`config.mk`:
```
export PLATFORM = sky130hd
export DESIGN_NAME = centroid_calc
export DESIGN_NICKNAME = d
export VERILOG_FILES = /design/src/rtl/centroid_calc_pkg.sv /design/src/rtl/centroid_calc_seq_divider.sv /design/src/rtl/centroid_calc.sv
export SDC_FILE = /design/constraint.sdc
export NUM_CORES = 1
export LEC_CHECK = 0
export CAP_MARGIN = 20
export CORE_MARGIN = 2
export CORE_UTILIZATION = 45
export CTS_CLUSTER_DIAMETER = 50
export CTS_CLUSTER_SIZE = 30
export DETAILED_ROUTE_END_ITERATION = 8
export GPL_ROUTABILITY_DRIVEN = 0
export HOLD_SLACK_MARGIN = 0.05
export PLACE_DENSITY = 0.72
export SKIP_LAST_GASP = 1
export SLEW_MARGIN = 20
export SYNTH_ARGS = -nofsm -noshare
export SYNTH_HDL_FRONTEND = slang
export SYNTH_SLANG_ARGS = --single-unit
```
`constraint.sdc`:
```
create_clock -name clk -period 3.35 [get_ports clk]
set_input_delay 0.335 -clock clk [delete_from_list [all_inputs] [get_ports clk]]
set_output_delay 0.335 -clock clk [all_outputs]
set_load 0.05 [all_outputs]
```
`src/rtl/centroid_calc_pkg.sv`:
```
// rtl/centroid_calc_pkg.sv - shared widths and FSM encoding for the centroid extractor
// Contents: coordinate widths, accumulator widths, divider iteration width,
//           centroid FSM state encoding.
package centroid_calc_pkg;

    localparam int X_W    = 11;   // hcount / centroid column width
    localparam int Y_W    = 10;   // vcount / centroid line width
    localparam int SUM_W  = 32;   // coordinate sum accumulators
    localparam int CNT_W  = 20;   // hit counter
    localparam int ITER_W = 5;    // 32 divider iterations

    typedef enum logic [1:0] {
        IDLE,
        DIVIDE,
        FINISH
    } state_t;

endpackage

```
`src/rtl/centroid_calc_seq_divider.sv`:
```
// rtl/centroid_calc_seq_divider.sv - 32-bit unsigned restoring divider, one quotient bit per cycle
// Ports:
//   clk, reset  : clock, synchronous active-high reset
//   start       : load operands and begin; restarts any division in flight
//   dividend    : numerator, captured on start
//   divisor     : denominator, captured on start (must be non-zero)
//   quotient    : result, final 32 cycles after start
//   busy        : high while iterations remain
module seq_divider
    import centroid_calc_pkg::*;
(
    input  logic             clk,
    input  logic             reset,
    input  logic             start,
    input  logic [SUM_W-1:0] dividend,
    input  logic [SUM_W-1:0] divisor,
    output logic [SUM_W-1:0] quotient,
    output logic             busy
);

    logic [SUM_W-1:0]  rem;
    logic [SUM_W-1:0]  quo;
    logic [SUM_W-1:0]  dvs;
    logic [ITER_W-1:0] iter;
    logic [SUM_W:0]    shifted;
    logic [SUM_W:0]    diff;

    // Dividend bits shift out of the top of quo into rem while quotient
    // bits shift in at the bottom, so quo ends up holding the quotient.
    always_comb begin
        shifted = {rem, quo[SUM_W-1]};
        diff    = shifted - {1'b0, dvs};
    end

    always_ff @(posedge clk) begin
        if (reset) begin
            rem  <= '0;
            quo  <= '0;
            dvs  <= '0;
            iter <= '0;
            busy <= 1'b0;
        end else if (start) begin
            rem  <= '0;
            quo  <= dividend;
            dvs  <= divisor;
            iter <= '0;
            busy <= 1'b1;
        end else if (busy) begin
            if (!diff[SUM_W]) begin
                rem <= diff[SUM_W-1:0];
                quo <= {quo[SUM_W-2:0], 1'b1};
            end else begin
                rem <= shifted[SUM_W-1:0];
                quo <= {quo[SUM_W-2:0], 1'b0};
            end
            iter <= iter + 5'd1;
            if (iter == 5'd31) begin
                busy <= 1'b0;
            end
        end
    end

    assign quotient = quo;

endmodule

```
`src/rtl/centroid_calc.sv`:
```
// rtl/centroid_calc.sv - per-frame centroid of threshold hits with registered (x, y) result
// Ports:
//   clk, reset       : pixel clock, synchronous active-high reset
//   hcount, vcount   : current pixel position
//   hit              : current pixel passed the colour threshold
//   new_frame        : one-cycle frame boundary pulse
//   x, y             : registered centroid of the last resolved valid frame
//   valid            : x/y come from a frame with at least MIN_COUNT hits
//   done             : one-cycle pulse when a frame result is resolved
module centroid_calc
    import centroid_calc_pkg::*;
#(
    parameter int H_ACTIVE  = 1024,
    parameter int V_ACTIVE  = 768,
    parameter int MIN_COUNT = 16
) (
    input  logic           clk,
    input  logic           reset,
    input  logic [X_W-1:0] hcount,
    input  logic [Y_W-1:0] vcount,
    input  logic           hit,
    input  logic           new_frame,
    output logic [X_W-1:0] x,
    output logic [Y_W-1:0] y,
    output logic           valid,
    output logic           done
);

    localparam logic [X_W:0]     H_LIM   = (X_W + 1)'(H_ACTIVE);
    localparam logic [Y_W:0]     V_LIM   = (Y_W + 1)'(V_ACTIVE);
    localparam logic [CNT_W-1:0] MIN_CNT = CNT_W'(MIN_COUNT);

    logic [SUM_W-1:0]  sum_x;
    logic [SUM_W-1:0]  sum_y;
    logic [CNT_W-1:0]  count;
    logic [CNT_W-1:0]  snap_count;
    logic              frame_pend;
    logic              frame_ok;
    logic              in_area;
    state_t            state;
    logic [ITER_W-1:0] iter;
    logic [SUM_W-1:0]  quot_x;
    logic [SUM_W-1:0]  quot_y;
    logic              busy_x;
    logic              busy_y;
    logic              unused_bits;

    assign in_area = hit && ({1'b0, hcount} < H_LIM) && ({1'b0, vcount} < V_LIM);

    // Accumulators: a hit coinciding with new_frame starts the next frame.
    always_ff @(posedge clk) begin
        if (reset) begin
            sum_x <= '0;
            sum_y <= '0;
            count <= '0;
        end else if (new_frame) begin
            sum_x <= in_area ? SUM_W'(hcount) : '0;
            sum_y <= in_area ? SUM_W'(vcount) : '0;
            count <= in_area ? CNT_W'(1) : '0;
        end else if (in_area) begin
            sum_x <= sum_x + SUM_W'(hcount);
            sum_y <= sum_y + SUM_W'(vcount);
            count <= count + CNT_W'(1);
        end
    end

    // Dividers capture the sums directly at the frame boundary; the FSM
    // decides one cycle later from the registered count snapshot, which
    // is what places FINISH 33 edges after new_frame.
    always_ff @(posedge clk) begin
        if (reset) begin
            snap_count <= '0;
            frame_pend <= 1'b0;
        end else begin
            frame_pend <= new_frame;
            if (new_frame) begin
                snap_count <= count;
            end
        end
    end

    seq_divider u_div_x (
        .clk      (clk),
        .reset    (reset),
        .start    (new_frame),
        .dividend (sum_x),
        .divisor  (SUM_W'(count)),
        .quotient (quot_x),
        .busy     (busy_x)
    );

    seq_divider u_div_y (
        .clk      (clk),
        .reset    (reset),
        .start    (new_frame),
        .dividend (sum_y),
        .divisor  (SUM_W'(count)),
        .quotient (quot_y),
        .busy     (busy_y)
    );

    // Quotients are bounded by the active area, so their high bits are zero.
    assign unused_bits = ^{quot_x[SUM_W-1:X_W], quot_y[SUM_W-1:Y_W], busy_x, busy_y};

    always_ff @(posedge clk) begin
        if (reset) begin
            state    <= IDLE;
            iter     <= '0;
            frame_ok <= 1'b0;
            x        <= '0;
            y        <= '0;
            valid    <= 1'b0;
            done     <= 1'b0;
        end else begin
            done <= 1'b0;
            if (new_frame) begin
                // Abandon any frame in flight; the pending snapshot is
                // evaluated from IDLE on the next cycle.
                state <= IDLE;
            end else begin
                case (state)
                    IDLE: begin
                        if (frame_pend) begin
                            if (snap_count < MIN_CNT) begin
                                frame_ok <= 1'b0;
                                state    <= FINISH;
                            end else begin
                                frame_ok <= 1'b1;
                                iter     <= '0;
                                state    <= DIVIDE;
                            end
                        end
                    end
                    DIVIDE: begin
                        if (iter == 5'd31) begin
                            state <= FINISH;
                        end else begin
                            iter <= iter + 5'd1;
                        end
                    end
                    FINISH: begin
                        if (frame_ok) begin
                            x     <= quot_x[X_W-1:0];
                            y     <= quot_y[Y_W-1:0];
                            valid <= 1'b1;
                        end else begin
                            valid <= 1'b0;
                        end
                        done  <= 1'b1;
                        state <= IDLE;
                    end
                    default: state <= IDLE;
                endcase
            end
        end
    end

endmodule

```
==> run_results.csv <==
group,metric,value,unit
die,dieArea,33700,um^2
timing,fmax,316,MHz
detailed_routing,wire_per_inst,13.9,um
clock_network,insertion_delay,570,ps
detailed_routing,wl_met2,14.4,mm
yosys,syn_inst,1801,
yosys,synth_top_cell_by_area,"dfxtp_1",
detailed_routing,vias_per_cell,5.47,
yosys,syn_area_per_cell,8.05,um^2
cells_and_area,fin_cells,2250,
cells_and_area,final_util,0.524,
run,cap_violations,0,
timing,post-route-period-util,0.946,
global_route,antenna_found_initial,0,
die,ios,48,
clock_network,cts-htree-levels,1,
place,placedCellCount,2195,
clock_network,cts_tree,"done",
cells_and_area,diodes,0,
power_and_ir_drop,ir_drop,0.000416,V
setup_path,cp-start-kind,"flip-flop",
cells_and_area,drive_above_1_share,0.0676,
clock_network,cts-resized-gates,0,
timing,worst_pin_slew,936,ps
yosys,syn_nets,1898,
clock_network,clk_pin_slew,70,ps
clock_network,cts_root_buffer,"clkbuf_16",
die,start_util,0.458,
detailed_routing,dr_wl_met3,1.11,mm
detailed_routing,drc,0,
min_path,hp-class,"input port to flip-flop",
yosys,synth_commonest_cells,"nor2_1, dfxtp_1, a21oi_1",
timing,final_hold_viol_count,0,
setup_path,end_kind,"flip-flop",
setup_path,cp.arrival,3630,ps
die,fp.dieW,184,um
global_route,grt_pass1_vias,11500,
clock_network,post_cts_buffers,0,
yosys,synth-seq-cells,276,
detailed_routing,top_layer_used,"met4",
status,status,"completed",
clock_network,clkSinkCount,276,
yosys,synth-main-ff-cell,"dfxtp_1",
power_and_ir_drop,power.density,507,nW/um^2
setup_path,critPathRequiredTime,3810,ps
clock_network,clk_path_buf_depth,3,
detailed_routing,wl,31.3,mm
yosys,synth-async-reset-ratio,0,
die,rows,65,
yosys,synth-edff-count,0,
clock_network,cts_buffers,31,
place,io_buffers,47,
timing,slew_headroom,0.376,
yosys,yosys.cell_count.top_type,"nor2_1",
cells_and_area,area_growth,14.2,%
setup_path,critPathMaxFanout,6,
global_route,grt_max_degree,98,
yosys,synth_area,14500,um^2
setup_path,path_class,"flip-flop to flip-flop",
detailed_routing,first_pass_iters,5,
global_route,grt_pass1_wl,53.5,mm
detailed_routing,drt_iter0_drc,643,
power_and_ir_drop,leakage,6.35,nW
yosys,synth-seq-area-share,0.381,
timing,rsz0062_at_grt,"true",
timing,fin_skew,22.1,ps
yosys,synth_top_area_share,0.381,
timing,drv_slew,0,
yosys,ys_types,62,
cells_and_area,fin_nets,1923,
timing,setup_viol,0,
die,die_y,184,um
clock_network,holdBufCountCts,0,
global_route,grt-ovfl-total,0,
yosys,synth_warnings,0,
detailed_routing,ant_nets,0,
place,hpwl,21.3,mm
timing,fin_crit,3170,ps
detailed_routing,wl_met1,15.1,mm
die,core-area,31600,um^2
global_route,grt_use_total,0.185,
detailed_routing,vias,12300,
yosys,synth.area.top_cells,"dfxtp_1, nor2_1, a21oi_1, mux2i_1, ha_1",
==> worst max-delay path, cell delays in order (launching register included) <==
cell	delay [ps]
dfxtp_1	370
inv_1	90
ha_1	360
a21o_1	180
a221o_1	330
a22oi_1	250
o21ai_2	120
a311oi_4	370
xor2_2	310
buf_4	210
buf_4	140
nand2_1	60
a311oi_1	270
==> cell usage in the layout (no fill, tap or decap), types with 5 or more instances in the layout <==
cell	synthesis	layout
nor2_1	291	290
and3_1	16	16
o211ai_1	7	7
xnor2_1	56	55
inv_6	0	8
o21bai_1	5	5
a31oi_1	37	37
o21ai_0	82	82
nand2_1	176	176
nor3b_1	5	5
a21oi_1	197	196
clkbuf_16	0	31
nand4_1	21	21
o21ai_1	8	6
xor2_1	63	63
a21o_1	26	26
nor2b_1	20	20
nand3b_1	8	8
or3_1	26	26
o21a_1	5	5
mux2i_1	89	89
ha_1	68	68
nand2b_1	15	15
nand3_1	35	35
inv_1	49	49
a211oi_1	27	26
buf_4	0	44
nor3_1	20	19
dfxtp_1	276	274
clkdlybuf4s50_1	0	45
nor4_1	10	10
==> routing by layer <==
metal,track usage,vias to the layer above
met3,0.0248,54
met4,0.0480,0
li1,-,6313
met5,0,-
met2,0.316,179
met1,0.245,5766
==> metrics by stage <==
| stage | hold WS, ps | power [W] | cell area [um^2] | setup slack (ps) | TNS, ps |
|---|---|---|---|---|---|
| after global placement | 444 | 0.00491 | 15500 | 47.9 | 0 |
| after detailed placement | 446 | 0.00493 | 15500 | -17.7 | -17.7 |
| final | 122 | 0.00839 | 16600 | 182 | 0 |
| after CTS | 106 | 0.00846 | 16500 | 51.7 | 0 |
| after global routing | 116 | 0.00877 | 16600 | -67.1 | -67.1 |
| after floorplan | 440 | 0.00456 | 14500 | 93.3 | 0 |
==> logic make-up (layout without fill, tap and decap cells) <==
kind of cell	Yosys count	in the layout	synth area share
buffers and inverters	149	196	0.0402
AOI/OAI and AO/OA	427	427	0.173
DFF	276	276	0.381
adders and majority gates	72	72	0.0642
xor gates and xnor gates	120	120	0.0730
and+or+nand+nor	667	667	0.206
muxes	90	90	0.0622
==> cell type report <==
| class | instances | area [um^2] |
|---|---|---|
| flip-flops and latches | 276 | 5530 |
| repair buffers | 92 | 832 |
| multi-input cells | 1376 | 8440 |
| fillers | 2929 | 15100 |
| well taps | 402 | 503 |
| inverters | 49 | 184 |
| clock buffers | 31 | 776 |
| clock inverters | 24 | 295 |
==> state kept, by name, summed over array words and instances, names as in the netlist <==
signal and count:
count 20, done 1, frame_ok 1, frame_pend 1, iter 5, state 2
sum_x 32, sum_y 32, u_div_x.busy 1, u_div_x.dvs 20, u_div_x.iter 5, u_div_x.quotient 32
u_div_x.rem 32, u_div_y.busy 1, u_div_y.iter 5, u_div_y.quotient 32, u_div_y.rem 32, valid 1
x 11, y 10
==> power breakdown <==
group / leakage (nW) / total (W) / switching (W) / internal [W]
clock network: 0.524 / 0.00351 / 0.00152 / 0.00199
registers: 2.23 / 0.00342 / 0.0000811 / 0.00334
logic: 3.59 / 0.00146 / 0.000812 / 0.000644
==> worst paths after layout <==
kind / start / endpoint / slack (ps) / cells after the start
max: u_div_x.dvs[11] / u_div_x.rem[11] / 180 / 12
min: reset / u_div_y.quotient[17] / 120 / 2
max reg2reg: u_div_x.dvs[11] / u_div_x.rem[11] / 180 / 12
min reg2reg: y[6] / y[6] / 450 / 2
No activity file was read; power rests on OpenSTA's default activity.
